<file path="src/rtl/spwm_pkg.sv">
// Shared types and constants for the SPWM sequencer: FSM state, index/amplitude widths
// and the quarter-wave address fold.
package spwm_pkg;

    typedef enum logic [1:0] {
        StIdle,
        StRun,
        StStopping
    } estado_e;

    localparam int unsigned AnchoIndice = 8;
    localparam int unsigned AnchoAmp    = 9;
    localparam int unsigned AmpPlena    = 256;
    localparam int unsigned AmpShift    = 8;

    function automatic logic [AnchoAmp-1:0] satura_amp(input logic [AnchoAmp-1:0] a);
        return (a > AnchoAmp'(AmpPlena)) ? AnchoAmp'(AmpPlena) : a;
    endfunction

    // Second and fourth quarters read the table backwards: 63 - idx[5:0] == ~idx[5:0].
    function automatic logic [5:0] dir_cuarto(input logic [AnchoIndice-1:0] idx);
        return idx[6] ? ~idx[5:0] : idx[5:0];
    endfunction

endpackage

</file>
<file path="src/rtl/tabla_seno.sv">
// Quarter-wave sine ROM, 64 entries of round(contador_pulsos_pwm*sin((k+0.5)*pi/128)),
// one-cycle registered read.
module tabla_seno #(
    parameter int unsigned Ancho_contador      = 14,
    parameter int unsigned contador_pulsos_pwm = 10000
) (
    input  logic                      clock,
    input  logic [5:0]                addr,
    output logic [Ancho_contador-1:0] data
);

    // Entries for a full scale of 10000; other full scales are rescaled at elaboration.
    localparam int unsigned BaseSeno [64] = '{
        123,  368,  613,  858,  1102, 1346, 1589, 1830,
        2071, 2311, 2549, 2785, 3020, 3253, 3484, 3713,
        3940, 4164, 4386, 4605, 4822, 5035, 5246, 5453,
        5657, 5858, 6055, 6249, 6438, 6624, 6806, 6984,
        7157, 7327, 7491, 7652, 7807, 7958, 8105, 8246,
        8382, 8514, 8640, 8761, 8876, 8987, 9092, 9191,
        9285, 9373, 9456, 9533, 9604, 9670, 9729, 9783,
        9831, 9873, 9909, 9939, 9963, 9981, 9993, 9999
    };

    logic [Ancho_contador-1:0] rom [64];

    for (genvar k = 0; k < 64; k++) begin : g_rom
        assign rom[k] = Ancho_contador'((BaseSeno[k] * contador_pulsos_pwm + 32'd5000)
                                        / 32'd10000);
    end

    always_ff @(posedge clock) begin
        data <= rom[addr];
    end

endmodule

</file>
<file path="src/rtl/secuenciador_spwm.sv">
// SPWM sequencer: steps a 256-sample sine through the PWM duty word, one sample per carrier
// period. Amplitude scaling is built only when SPWM_AMP_SCALE_EN is defined.
module secuenciador_spwm
    import spwm_pkg::*;
#(
    parameter int unsigned Ancho_contador      = 14,
    parameter int unsigned contador_pulsos_pwm = 10000,
    parameter int unsigned Muestras_cuarto     = 64
) (
    input  logic                      clock,
    input  logic                      reset,
    input  logic                      start,
    input  logic                      stop,
    input  logic [AnchoAmp-1:0]       amp_in,
    input  logic                      carry_pwm,
    output logic [Ancho_contador-1:0] duty,
    output logic                      e_pwm,
    output logic                      rst_syn_pwm,
    output logic                      polaridad,
    output logic                      busy,
    output logic                      fin_periodo
);

    if (Muestras_cuarto != 64) begin : g_param_check
        $error("tabla_seno holds exactly 64 quarter-wave samples");
    end

    estado_e                   state_q, state_d;
    logic [AnchoIndice-1:0]    idx_q, idx_d, idx_sig, idx_rom;
    logic [Ancho_contador-1:0] duty_q, duty_d, rom_data, muestra;
    logic                      e_pwm_q, e_pwm_d, rst_syn_q, rst_syn_d;
    logic                      pol_q, pol_d, fin_q, fin_d;
    logic                      wrap;
    logic [5:0]                dir;

    assign idx_sig = idx_q + AnchoIndice'(1);
    // The ROM always prefetches the sample the next load will need.
    assign idx_rom = (state_q == StIdle) ? '0 : idx_sig;
    assign dir     = dir_cuarto(idx_rom);
    assign wrap    = carry_pwm && (idx_q == '1) && (state_q != StIdle);

    tabla_seno #(
        .Ancho_contador     (Ancho_contador),
        .contador_pulsos_pwm(contador_pulsos_pwm)
    ) u_tabla (
        .clock(clock),
        .addr (dir),
        .data (rom_data)
    );

`ifdef SPWM_AMP_SCALE_EN
    logic [AnchoAmp-1:0]                amp_q, amp_eff;
    logic [Ancho_contador+AnchoAmp-1:0] producto;

    // New amplitude is taken only at start (while idle) and on the 255 -> 0 wrap.
    assign amp_eff  = (state_q == StIdle || wrap) ? satura_amp(amp_in) : amp_q;
    assign producto = {{AnchoAmp{1'b0}}, rom_data} * {{Ancho_contador{1'b0}}, amp_eff};
    assign muestra  = Ancho_contador'(producto >> AmpShift);

    always_ff @(posedge clock) begin
        if (!reset) amp_q <= AnchoAmp'(AmpPlena);
        else        amp_q <= amp_eff;
    end
`else
    logic amp_unused;
    assign amp_unused = ^amp_in;
    assign muestra    = rom_data;
`endif

    always_comb begin
        state_d   = state_q;
        idx_d     = idx_q;
        duty_d    = duty_q;
        e_pwm_d   = e_pwm_q;
        rst_syn_d = rst_syn_q;
        pol_d     = pol_q;
        fin_d     = 1'b0;
        unique case (state_q)
            StIdle: begin
                if (start && !stop) begin
                    state_d   = StRun;
                    idx_d     = '0;
                    duty_d    = muestra;
                    e_pwm_d   = 1'b1;
                    rst_syn_d = 1'b0;
                    pol_d     = 1'b0;
                end
            end
            StRun, StStopping: begin
                if (state_q == StRun && stop) state_d = StStopping;
                if (carry_pwm) begin
                    idx_d  = idx_sig;
                    duty_d = muestra;
                    pol_d  = idx_sig[AnchoIndice-1];
                end
                if (wrap) begin
                    fin_d = 1'b1;
                    if (state_q == StStopping) begin
                        state_d   = StIdle;
                        idx_d     = '0;
                        duty_d    = '0;
                        e_pwm_d   = 1'b0;
                        rst_syn_d = 1'b1;
                        pol_d     = 1'b0;
                    end
                end
            end
            default: state_d = StIdle;
        endcase
    end

    always_ff @(posedge clock) begin
        if (!reset) begin
            state_q   <= StIdle;
            idx_q     <= '0;
            duty_q    <= '0;
            e_pwm_q   <= 1'b0;
            rst_syn_q <= 1'b1;
            pol_q     <= 1'b0;
            fin_q     <= 1'b0;
        end else begin
            state_q   <= state_d;
            idx_q     <= idx_d;
            duty_q    <= duty_d;
            e_pwm_q   <= e_pwm_d;
            rst_syn_q <= rst_syn_d;
            pol_q     <= pol_d;
            fin_q     <= fin_d;
        end
    end

    assign duty        = duty_q;
    assign e_pwm       = e_pwm_q;
    assign rst_syn_pwm = rst_syn_q;
    assign polaridad   = pol_q;
    assign fin_periodo = fin_q;
    assign busy        = (state_q != StIdle);

endmodule

</file>
<file path="config.mk">
export PLATFORM = sky130hd
export DESIGN_NAME = secuenciador_spwm
export DESIGN_NICKNAME = d
export VERILOG_FILES = /design/src/rtl/spwm_pkg.sv /design/src/rtl/tabla_seno.sv /design/src/rtl/secuenciador_spwm.sv
export SDC_FILE = /design/constraint.sdc
export NUM_CORES = 1
export LEC_CHECK = 0
export ABC_AREA = 1
export BUFFER_PORTS_ARGS = -buffer_cell sky130_fd_sc_hd__buf_2
export CAP_MARGIN = 20
export CORE_MARGIN = 2
export CORE_UTILIZATION = 35
export CTS_CLUSTER_SIZE = 10
export DETAILED_ROUTE_END_ITERATION = 7
export MAX_ROUTING_LAYER = met4
export PLACE_DENSITY = 0.5
export SLEW_MARGIN = 20
export SYNTH_ARGS = -nofsm -noshare
export SYNTH_HDL_FRONTEND = slang
export SYNTH_HIERARCHICAL = 1
export SYNTH_SLANG_ARGS = --single-unit
</file>
<file path="constraint.sdc">
create_clock -name clock -period 5.4 [get_ports clock]
set_input_delay 0 -clock clock [delete_from_list [all_inputs] [get_ports clock]]
set_output_delay 0 -clock clock [all_outputs]
set_load 0.02 [all_outputs]
</file>
======== After elaboration in Yosys (flattened, before gate mapping) ========
Memories as Yosys holds them, arrays and structs flattened. A register that Yosys moved wholly into a read port is not among the register bits.
Cells that the tools add are included.
word-level totals
  memory bits (read-only) ................. 896
  logic and storage cells ................. 59
  input port bits ......................... 14
  output and inout bits ................... 19
  register bits after elaboration ......... 28
  memories ................................ 1
cells by class
  muxes and demuxes ....................... 30
  $add $sub $neg .......................... 1
  bitwise gates (word level) .............. 2
  equal/unequal tests ..................... 6
  reductions and logical operators ........ 12
memory list
  memory           words  width  read ports  clocked after Yosys merged registers in  wr ports  RTL line          source
  (no name shown)  64     14     1           1                                        0         tabla_seno.sv:32  data <= rom[addr];
operator list
  cell                                                                    number
  14-bit two-way mux                                                      4
  8-bit two-way mux                                                       4
  14-bit case mux with 2 select lines                                     1
  8-bit case mux with 2 select lines                                      1
  1-bit two-way mux                                                       10
  8-bit by 1-bit adder with 8-bit output (second input constant)          1
  8-bit equality test (second input constant)                             1
  2-bit two-way mux                                                       4
  7-bit two-way mux                                                       1
  6-bit inverter with 7-bit output                                        1
  6-bit two-way mux                                                       1
  6-bit inverter                                                          1
  1-bit case mux with 2 select lines                                      3
  1-bit logical AND                                                       4
  2-bit != test (second input constant)                                   2
  2-bit case mux with 2 select lines                                      1
  2-bit AND reduction                                                     2
  4-bit AND reduction                                                     1
  2-bit nonzero test                                                      2
  2-bit by 1-bit equality test with 1-bit output (second input constant)  1
  2-bit equality test (second input constant)                             1
  2-bit logical NOT                                                       1
  2-bit by 1-bit != test with 1-bit output (second input constant)        1
  2-bit OR reduction                                                      1
  1-bit logical NOT                                                       1

======== Logic depth before layout (Yosys ltp) ========
  depth after elaboration ................. 6
  mapped depth ............................ 18

======== Hierarchy ========
The synthesis kept the hierarchy.
by module, submodules not included
  module             seq. area each (µm²)  area each (µm²)  instances  cells each
  secuenciador_spwm  560.5                 1665.3           1          230
  tabla_seno         280.3                 1636.6           1          277

======== Worst setup path before layout ========
Ideal clock, no wire load.
  path kind ............................... register to register
  start ................................... register idx_q[0]
  end ..................................... register u_tabla.data[8]
  data required time ...................... 5.288 ns
  stages on the path, launching flop included .. 18
  path slack .............................. 2.281 ns
  data arrival time ....................... 3.008 ns
  setup time .............................. 0.112 ns
  buffers on the path ..................... 0
  cells stage by stage .................... dfxtp_1 ha_1 nand2_1 nor2_2 nand2_1 nand2_1 nor2_4 xor2_1 inv_1 ha_1 inv_1 nand2_1 nand3_1 nand2_1 nand2_1 nand2_1 nand2_1 nand2_1
between the ends
  word-level cells in the longest chain between the ends .. 5
RTL lines
  what                                                      RTL line                  source
  start, declared                                           secuenciador_spwm.sv:29   logic [AnchoIndice-1:0] idx_q, idx_d, idx_sig, idx_rom;
  start signal, assigned                                    secuenciador_spwm.sv:123  idx_q <= idx_d;
  8-bit by 1-bit adder with 8-bit output *                  secuenciador_spwm.sv:36   assign idx_sig = idx_q + AnchoIndice'(1);
  7-bit two-way mux *                                       secuenciador_spwm.sv:38   assign idx_rom = (state_q == StIdle) ? '0 : idx_sig;
  6-bit inverter                                            spwm_pkg.sv:22            return idx[6] ? ~idx[5:0] : idx[5:0];
  6-bit two-way mux *                                       spwm_pkg.sv:22
  via dir[0]                                                secuenciador_spwm.sv:34   logic [5:0] dir;
  6-bit inverter with 7-bit output (implied by the code) *  tabla_seno.sv:32
  end, declared                                             tabla_seno.sv:9           output logic [Ancho_contador-1:0] data
Mark *: on every way through the listed nets, which the timed path passes. The rest lies on a longest branch.
A chain may end at the register's enable or synchronous reset.

======== Final worst setup path ========
Same ends and word-level chain as after synthesis.

==> metrics.csv <==
metric,value,unit
outcome,finished clean,
hold_class,in2reg,
antenna_found_initial,0,
grt_pass1_vias,2728,
grtUsageTotal,0.173,
portBuffers,23,
cts_inserted_buffers,5,
h-tree-depth,2,
vdd_drop_max,0.106,mV
ios,33,
yosysSeqAreaShare,0.255,
root_buffer,clkbuf_8,
worstPathRequired,5.64,ns
vias_per_cell,4.90,
switching_share,0.354,
floorplan.initialDensity,0.359,
timing.slew.headroom,0.476,
ys_seq_elements,42,
cts_buffer_depth,2,
grt_start_max_net_pins,29,
avgSynthCellArea,6.51,µm²
syn_nets,539,
hold_viol_final,0,
power_frac_comb,0.299,
cts_setup_buffers,0,
synth-main-ff-cell,dfxtp_1,
timing.final.crit_share,0.608,
worstMarginPinSlew,0.783,ns
finalPower,804,µW
first_iter_violations,230,
nFillCells,998,
arrival,3.52,ns
die_height,101,µm
fin_nets,559,
start_kind,flip-flop,
skew,0.00497,ns
tns,0,ns
worstSkewPairLatency,0.29,ns
clkPwrFrac,0.264,
synth_area,3300,µm²
grt_pass1_wl,13900,µm
min_path_cells,5,
rows,35,
yosysMostFrequentCell,nand2_1,
cts_tree,done,
slew_viol_final,0,
synthCells,507,
die_x,101,µm
die-area,10200,µm²
antenna_left,0,
grt_overflow_total,0,
fin_crit,3.28,ns
endpoint_kind,flip-flop,
final_area,3560,µm²
final_util,0.387,
async_reset_ff_frac,0,
post_cts_resized,0,
rsz0062_at_grt,false,
p_leak,1.74,nW
r2r_cells,18,
antenna_cells,0,
worstPathMaxFanout,12,
critPathKind,reg2reg,
p_int,519,µW
fp.coreArea,9200,µm²
ys_warn_count,6,
fin_ws,2.12,ns
yosysTopAreaCellShare,0.255,
syn_to_final_growth,7.73,%
routabilityCongestion,0.896,
first_pass_iters,6,
p_switching,285,µW
synth.area.top_cells,"dfxtp_1, nand2_1, ha_1",
cap_violations,0,
drive_above_1_share,0.180,
hpwl,5890,µm
drc,0,
dpl-instance-area,3450,µm²
synth_cell_type_count,44,
yosys.area.top_type,dfxtp_1,
seq_power_share,0.437,
synth_enable_flop_cells,0,
cts_hold_buf,1,
p_per_area,226,nW/µm²
synth_commonest_cells,"nand2_1, inv_1, nand3_1",
finalWirelength,8260,µm
finalSetupViolCount,0,
routedWlPerCell,12.9,µm
max_freq,305,MHz
num_vias,3130,
cts_sinks,42,
pre_cts_ws,2.17,ns
path_clk_slew,0.08,ns
==> state kept, by name, summed over array words and instances (netlist names) <==
name          count
state_q           2
polaridad         1
e_pwm             1
rst_syn_pwm       1
u_tabla/data     14
fin_periodo       1
duty             14
idx_q             8
==> worst paths after layout <==
path	end	start	slack, ns
worst max-delay path	u_tabla/data[8]	idx_q[0]	2.12
worst min-delay path	state_q[1]	stop	0.11
worst max register to register	u_tabla/data[8]	idx_q[0]	2.12
worst min register to register	rst_syn_pwm	rst_syn_pwm	0.46
==> cell type report <==
class,instances,area (µm²),area share
Clock buffer,6,82.6,0.0232
Clock inverter,2,12.5,0.00352
Inverter,57,223,0.0626
Multi-Input combinational cell,391,2090,0.587
Sequential cell,42,841,0.236
Tap cell,111,139,0.0390
Timing Repair Buffer,30,170,0.0478
==> worst max-delay path, stage by stage, from the launching register on <==
cell and delay [ns]:
dfxtp_1 0.43, ha_1 0.27, nand2_1 0.10, nor2_2 0.20, nand2_1 0.15, nand2_1 0.23, nor2_4 0.08, xor2_1 0.14
buf_4 0.23, inv_1 0.21, ha_1 0.48, inv_1 0.08, nand2_1 0.15, nand3_1 0.13, nand2_1 0.09, nand2_1 0.04
nand2_1 0.09, nand2_1 0.05, nand2_1 0.07
==> cells by family (layout without fill, tap and decap cells) <==
group           Yosys count  after routing  synth area share
xor+xnor                  6              6            0.0159
flops                    42             42             0.255
fa+ha+maj                18             18            0.0682
simple gates            297            297             0.410
buf+inv                  74             95             0.116
compound gates           70             70             0.135
==> per-stage QoR <==
step / hold WS, ns / instances
4_1_cts: 0.0901 / 639
3_5_place_dp: 0.244 / 630
5_1_grt: 0.116 / 639
3_3_place_gp: 0.244 / 630
6_report: 0.107 / 639
2_1_floorplan: 0.0841 / 507
==> power by group through the flow <==
stage                     clock network [mW]  logic (mW)  registers [mW]
final                                  0.212       0.240           0.351
after global routing                   0.236       0.272           0.355
after CTS                              0.223       0.240           0.352
after detailed placement                   0       0.239           0.359
after global placement                     0       0.240           0.359
after floorplan                            0       0.169           0.380
==> layer usage <==
layer	routed length [µm]	track usage	up-vias	share of wire
met1	4020	0.249	1382	0.49
met3	612	0.0304	2	0.074
met4	49	0.0499	0	0.0059
met2	3570	0.246	96	0.43
li1	-	-	1650	-
met5	0	-	-	0
==> layout by cell type, fill, tap and decap left out, types with 3 or more instances in the layout <==
master	synthesis	routed
clkbuf_8	0	6
nand4_1	5	5
nand2_1	170	170
inv_1	48	48
nand3_2	3	3
nand3_1	43	43
nand2_4	4	4
ha_1	18	18
nor2_2	11	11
o21ai_2	10	10
buf_4	1	6
buf_2	6	23
nor2_1	42	42
nand2_2	6	6
a21oi_1	30	29
dfxtp_1	42	42
o21ai_1	9	9
nor2_4	4	4
inv_2	6	6
o21ai_0	10	10
xor2_1	5	4
(Power assumes the default switching activity.)
